$ cat src/rtl/riscv_pipe_pkg.sv
// Shared types and constants for the RV32 pipeline stage registers.
package riscv_pipe_pkg;

   localparam int          RV32_XLEN = 32;
   localparam logic [31:0] RV32_NOP  = 32'h0000_0013;

   typedef enum logic [1:0] {
      ST_EMPTY,
      ST_ONE,
      ST_TWO
   } stage_state_t;

   typedef struct packed {
      logic [RV32_XLEN-1:0] instr;
      logic [RV32_XLEN-1:0] pc;
   } ifid_payload_t;

endpackage

$ cat src/rtl/pipe_skid_buf.sv
// Two-entry payload skid buffer: M drives the consumer, S catches the extra beat
// so the producer-side ready can be a flop.
//   state    | meaning
//   ST_EMPTY | nothing held, ready
//   ST_ONE   | M valid, ready
//   ST_TWO   | M and S valid, not ready
module pipe_skid_buf
   import riscv_pipe_pkg::*;
#(
   parameter int DATA_W = 64
) (
   input  logic              clk,
   input  logic              rst_n,
   input  logic              i_push,
   input  logic              i_pop,
   input  logic              i_clear,
   input  logic [DATA_W-1:0] i_data,
   output logic              o_valid,
   output logic              o_ready,
   output logic [DATA_W-1:0] o_data
);

   stage_state_t      r_state;
   logic [DATA_W-1:0] r_main;
   logic [DATA_W-1:0] r_skid;
   logic              r_ready;

   always_ff @(posedge clk or negedge rst_n) begin
      if (!rst_n) begin
         r_state <= ST_EMPTY;
         r_main  <= '0;
         r_skid  <= '0;
         r_ready <= 1'b1;
      end else if (i_clear) begin
         r_state <= ST_EMPTY;
         r_ready <= 1'b1;
      end else begin
         case (r_state)
            ST_EMPTY: begin
               if (i_push) begin
                  r_main  <= i_data;
                  r_state <= ST_ONE;
               end
            end
            ST_ONE: begin
               if (i_push && i_pop) begin
                  r_main <= i_data;
               end else if (i_push) begin
                  r_skid  <= i_data;
                  r_state <= ST_TWO;
                  r_ready <= 1'b0;
               end else if (i_pop) begin
                  r_state <= ST_EMPTY;
               end
            end
            ST_TWO: begin
               // ready is low here, so a push cannot arrive alongside the pop
               if (i_pop) begin
                  r_main  <= r_skid;
                  r_state <= ST_ONE;
                  r_ready <= 1'b1;
               end
            end
            default: begin
               r_state <= ST_EMPTY;
               r_ready <= 1'b1;
            end
         endcase
      end
   end

   assign o_valid = (r_state != ST_EMPTY);
   assign o_ready = r_ready;
   assign o_data  = r_main;

endmodule

$ cat src/rtl/ifid_pipe_stage.sv
// IF->ID pipeline register with valid/ready handshake, hazard stall, branch flush,
// optional skid buffer and a saturating decode-bubble counter.
module ifid_pipe_stage
   import riscv_pipe_pkg::*;
#(
   parameter int                 INSTR_W   = 32,
   parameter int                 PC_W      = 32,
   parameter logic [INSTR_W-1:0] NOP_INSTR = INSTR_W'(RV32_NOP),
   parameter bit                 SKID      = 1'b1,
   parameter int                 CNT_W     = 16
) (
   input  logic               clk,
   input  logic               rst_n,
   input  logic               in_valid,
   output logic               in_ready,
   input  logic [INSTR_W-1:0] in_instr,
   input  logic [PC_W-1:0]    in_pc,
   input  logic               stall,
   input  logic               flush,
   output logic               out_valid,
   input  logic               out_ready,
   output logic [INSTR_W-1:0] out_instr,
   output logic [PC_W-1:0]    out_pc,
   output logic [CNT_W-1:0]   bubble_cnt
);

   localparam int PL_W = INSTR_W + PC_W;

   logic            w_in_fire;
   logic            w_out_fire;
   logic            w_valid;
   logic            w_ready;
   logic [PL_W-1:0] w_main;
   logic [CNT_W-1:0] r_bubble_cnt;

   assign w_in_fire  = in_valid & w_ready & ~stall & ~flush;
   assign w_out_fire = w_valid & out_ready & ~stall;

   generate
      if (SKID) begin : g_skid
         pipe_skid_buf #(
            .DATA_W (PL_W)
         ) u_skid (
            .clk     (clk),
            .rst_n   (rst_n),
            .i_push  (w_in_fire),
            .i_pop   (w_out_fire),
            .i_clear (flush),
            .i_data  ({in_instr, in_pc}),
            .o_valid (w_valid),
            .o_ready (w_ready),
            .o_data  (w_main)
         );
      end else begin : g_single
         logic            r_valid;
         logic [PL_W-1:0] r_main;

         always_ff @(posedge clk or negedge rst_n) begin
            if (!rst_n) begin
               r_valid <= 1'b0;
               r_main  <= '0;
            end else if (flush) begin
               r_valid <= 1'b0;
            end else if (w_in_fire) begin
               r_main  <= {in_instr, in_pc};
               r_valid <= 1'b1;
            end else if (w_out_fire) begin
               r_valid <= 1'b0;
            end
         end

         assign w_valid = r_valid;
         assign w_main  = r_main;
         // single entry can refill in the same cycle the consumer drains it
         assign w_ready = ~r_valid | (out_ready & ~stall);
      end
   endgenerate

   always_ff @(posedge clk or negedge rst_n) begin
      if (!rst_n) begin
         r_bubble_cnt <= '0;
      end else if (~w_valid & out_ready & ~stall & ~(&r_bubble_cnt)) begin
         r_bubble_cnt <= r_bubble_cnt + CNT_W'(1);
      end
   end

   assign in_ready   = w_ready;
   assign out_valid  = w_valid;
   assign out_instr  = w_valid ? w_main[PL_W-1:PC_W] : NOP_INSTR;
   assign out_pc     = w_valid ? w_main[PC_W-1:0] : '0;
   assign bubble_cnt = r_bubble_cnt;

endmodule
$ cat config.mk
export PLATFORM = sky130hd
export DESIGN_NAME = ifid_pipe_stage
export DESIGN_NICKNAME = d
export VERILOG_FILES = /design/src/rtl/riscv_pipe_pkg.sv /design/src/rtl/pipe_skid_buf.sv /design/src/rtl/ifid_pipe_stage.sv
export SDC_FILE = /design/constraint.sdc
export NUM_CORES = 1
export LEC_CHECK = 0
export CORE_MARGIN = 2
export CORE_UTILIZATION = 55
export CTS_CLUSTER_SIZE = 30
export DETAILED_ROUTE_END_ITERATION = 10
export GPL_TIMING_DRIVEN = 1
export PLACE_DENSITY = 0.86
export SLEW_MARGIN = 20
export SYNTH_ARGS = -nofsm -noshare
export SYNTH_HDL_FRONTEND = slang
export SYNTH_SLANG_ARGS = --single-unit
$ cat constraint.sdc
create_clock -name clk -period 4 [get_ports clk]
set_input_delay 0.8 -clock clk [delete_from_list [all_inputs] [get_ports clk]]
set_output_delay 0.8 -clock clk [all_outputs]
set_load 0.02 [all_outputs]
==> impl_metrics.py <==
metrics = {
    "yosys": {
        "synth-main-ff-cell": "dfrtp_1",
        "synth-seq-cells": 147,
        "synth_compound_area_share_pct": 1.022,
        "synthAdderAreaFrac_pct": 0.1794,
        "yosysSeqAreaShare_pct": 52.75,
        "synth_edf_count": 0,
        "synthMuxAreaShare_pct": 31.32,
        "netlist_instances": 514,
        "synth_top_family_by_area": "multiplexers",
        "syn-cell-area_mm2": 0.006975,
        "async_flop_share_pct": 100.0,
        "yosys.area_share.simple_pct": 10.39,
        "yosys_warnings": 0,
        "syn_nets": 585,
        "synth_xor_area_share_pct": 1.758,
        "synthDistinctLibCells": 38,
        "syn_area_per_cell_um2": 13.57,
    },
    "clock_network": {
        "htree_levels": 4,
        "cts_buffers": 17,
        "cts_root_buf": "clkbuf_16",
        "clock_sinks": 147,
        "cts_tree": "yes",
        "cts_setup_buffers": 0,
        "path_clk_slew_ns": 0.06,
        "clk_latency_ns": 0.41,
        "cts_buffer_depth": 2,
        "ctsHoldBuffers": 0,
        "post_cts_resized": 0,
    },
    "worst_setup_path": {
        "reg2reg_setup_slack_ns": 1.52,
        "required_ns": 3.20,
        "path_class": "register to output port",
        "crit_fanout": 48,
        "crit_path_end_kind": "output port",
        "worstSetupStartpointType": "register",
        "worstPathArrival_ns": 2.50,
    },
    "floorplan": {
        "die_area_mm2": 0.01360,
        "die_w_um": 116.6,
        "core_mm2": 0.01252,
        "start_util_pct": 55.73,
        "io_pins": 152,
        "rows": 41,
        "fp.dieH_um": 116.6,
    },
    "drt": {
        "final_antenna_net_count": 0,
        "dr_total_vias": 4513,
        "drc": 0,
        "drt-vias-per-instance": 5.335,
        "routedWlPerCell_um": 17.39,
        "drt-initial-drc-count": 286,
        "wirelength_um": 14720,
        "firstDrtPassIters": 4,
    },
    "pwr": {
        "power.density_mw_per_mm2": 460.7,
        "power_leakage_nw": 4.024,
        "irDropWorstVdd_mv": 0.3129,
    },
    "place": {
        "dp_cells": 814,
        "pre_cts_ws_ns": 0.6982,
        "gp_congestion": 0.7831,
        "io_buffers": 151,
        "dp_hpwl_um": 9659,
    },
    "sta": {
        "setup_viol": 0,
        "finalMaxSlewViolations": 0,
        "rsz0062_at_grt": "false",
        "finalCritPeriodShare_pct": 82.43,
        "finalHoldViolations": 0,
        "max_freq_mhz": 303.3,
        "timing.hold.ws_ns": 0.4518,
        "min_period_ns": 3.297,
        "finalWorstSetupSlack_ns": 0.7029,
        "worstMarginPinSlew_ns": 0.9497,
        "tns_ns": 0,
        "skew_ns": 0.006105,
        "relSlewSlack_pct": 36.55,
    },
    "cells_and_area": {
        "n_antenna_cell": 0,
        "final_cell_mix": "mux2_2 (181), clkdlybuf4s50_1 (150), dfrtp_1 (146), and2_1 (62), clkbuf_16 (17)",
        "drive_gt1_share_pct": 33.23,
        "final_nets": 732,
        "area_growth_pct": 32.11,
        "stdcell_count": 846,
        "final_common_cell": "mux2_2",
    },
    "global_routing": {
        "grt_first_pass_wirelength_um": 23680,
        "first_global_vias": 4813,
        "grt_max_degree": 102,
        "antenna_found_initial": 0,
        "grt-ovfl-total": 0,
        "track_usage_pct": 22.80,
    },
    "job": {
        "max-cap-violations": 0,
    },
    "status": {
        "outcome": "completed",
    },
    "hold_path": {
        "hold_class": "input port to asynchronous set/reset pin",
    },
}
==> registers in the layout (all words and copies together) (netlist names) <==
| signal | flops |
|---|---|
| bubble_cnt | 16 |
| g_skid.u_skid.r_state | 2 |
| g_skid.u_skid.o_data | 64 |
| g_skid.u_skid.o_ready | 1 |
| g_skid.u_skid.r_skid | 64 |
==> layout make-up <==
type | count | area (um2)
Sequential cell | 147 | 3680
Fill cell | 884 | 3302
Multi-Input combinational cell | 336 | 3123
Timing Repair Buffer | 158 | 1603
Clock buffer | 23 | 488.0
Tap cell | 172 | 215.2
Clock inverter | 9 | 102.6
Inverter | 1 | 3.754
==> Yosys cell counts, types with 6 or more instances <==
| cell | instances | area share (%) |
|---|---|---|
| clkbuf_1 | 9 | 0.48 |
| xor2_1 | 12 | 1.5 |
| nor3_1 | 10 | 0.72 |
| dfrtp_1 | 146 | 52 |
| mux2_1 | 13 | 2.1 |
| mux2_2 | 181 | 29 |
| nand2_1 | 9 | 0.48 |
| buf_6 | 6 | 0.97 |
| buf_2 | 15 | 1.1 |
| and2_1 | 62 | 5.6 |
==> where the power goes <==
part | switching, mW | internal, mW
sequential | 0.166 | 1.77
combinational | 0.305 | 0.440
clock | 0.582 | 0.980
total | 1.05 | 3.19
==> logic make-up after synthesis <==
family	after synthesis
muxes	194
DFF	147
and+or+nand+nor	118
buffers and inverters	31
xor gates and xnor gates	14
AOI/OAI and AO/OA	9
adders and majority gates	1
==> through the flow <==
stage / total power, mW / instance area (um2) / util (%)
detailed placement: 2.711 / 8625 / 68.90
finish: 4.246 / 9215 / 73.62
floorplan: 2.351 / 6975 / -
global placement: 2.657 / 8625 / 68.90
global route: 4.432 / 9215 / 73.62
CTS: 4.280 / 9215 / 73.62
==> path summary, 6_finish.rpt <==
path                            cells after the start                      from                  endpoint
worst max-delay path                                4  g_skid.u_skid.r_state[0]                 out_pc[8]
worst min-delay path                                1                     rst_n  g_skid.u_skid.o_data[56]
worst max register to register                      4  g_skid.u_skid.r_state[1]  g_skid.u_skid.o_data[62]
worst min register to register                      1  g_skid.u_skid.o_data[15]  g_skid.u_skid.o_data[15]
max in group asynchronous                           2                     rst_n  g_skid.u_skid.o_data[60]
min in group clk                                    1  g_skid.u_skid.o_data[15]  g_skid.u_skid.o_data[15]
==> critical path: stages, from the launching register on <==
cell,delay [ns]
dfrtp_1,0.59
or2_2,0.41
buf_12,0.27
and2_1,0.16
clkdlybuf4s50_1,0.65
==> per-layer routing <==
metal  share of wire, %  track usage, %  vias to the layer above
met5                  0               0                        -
met4                1.7           8.000                        0
met3                4.1           4.878                       19
met2                 52           39.30                      108
met1                 43           28.64                     2287
li1                   -               -                     2099
No activity file was read; power rests on OpenSTA's default activity.
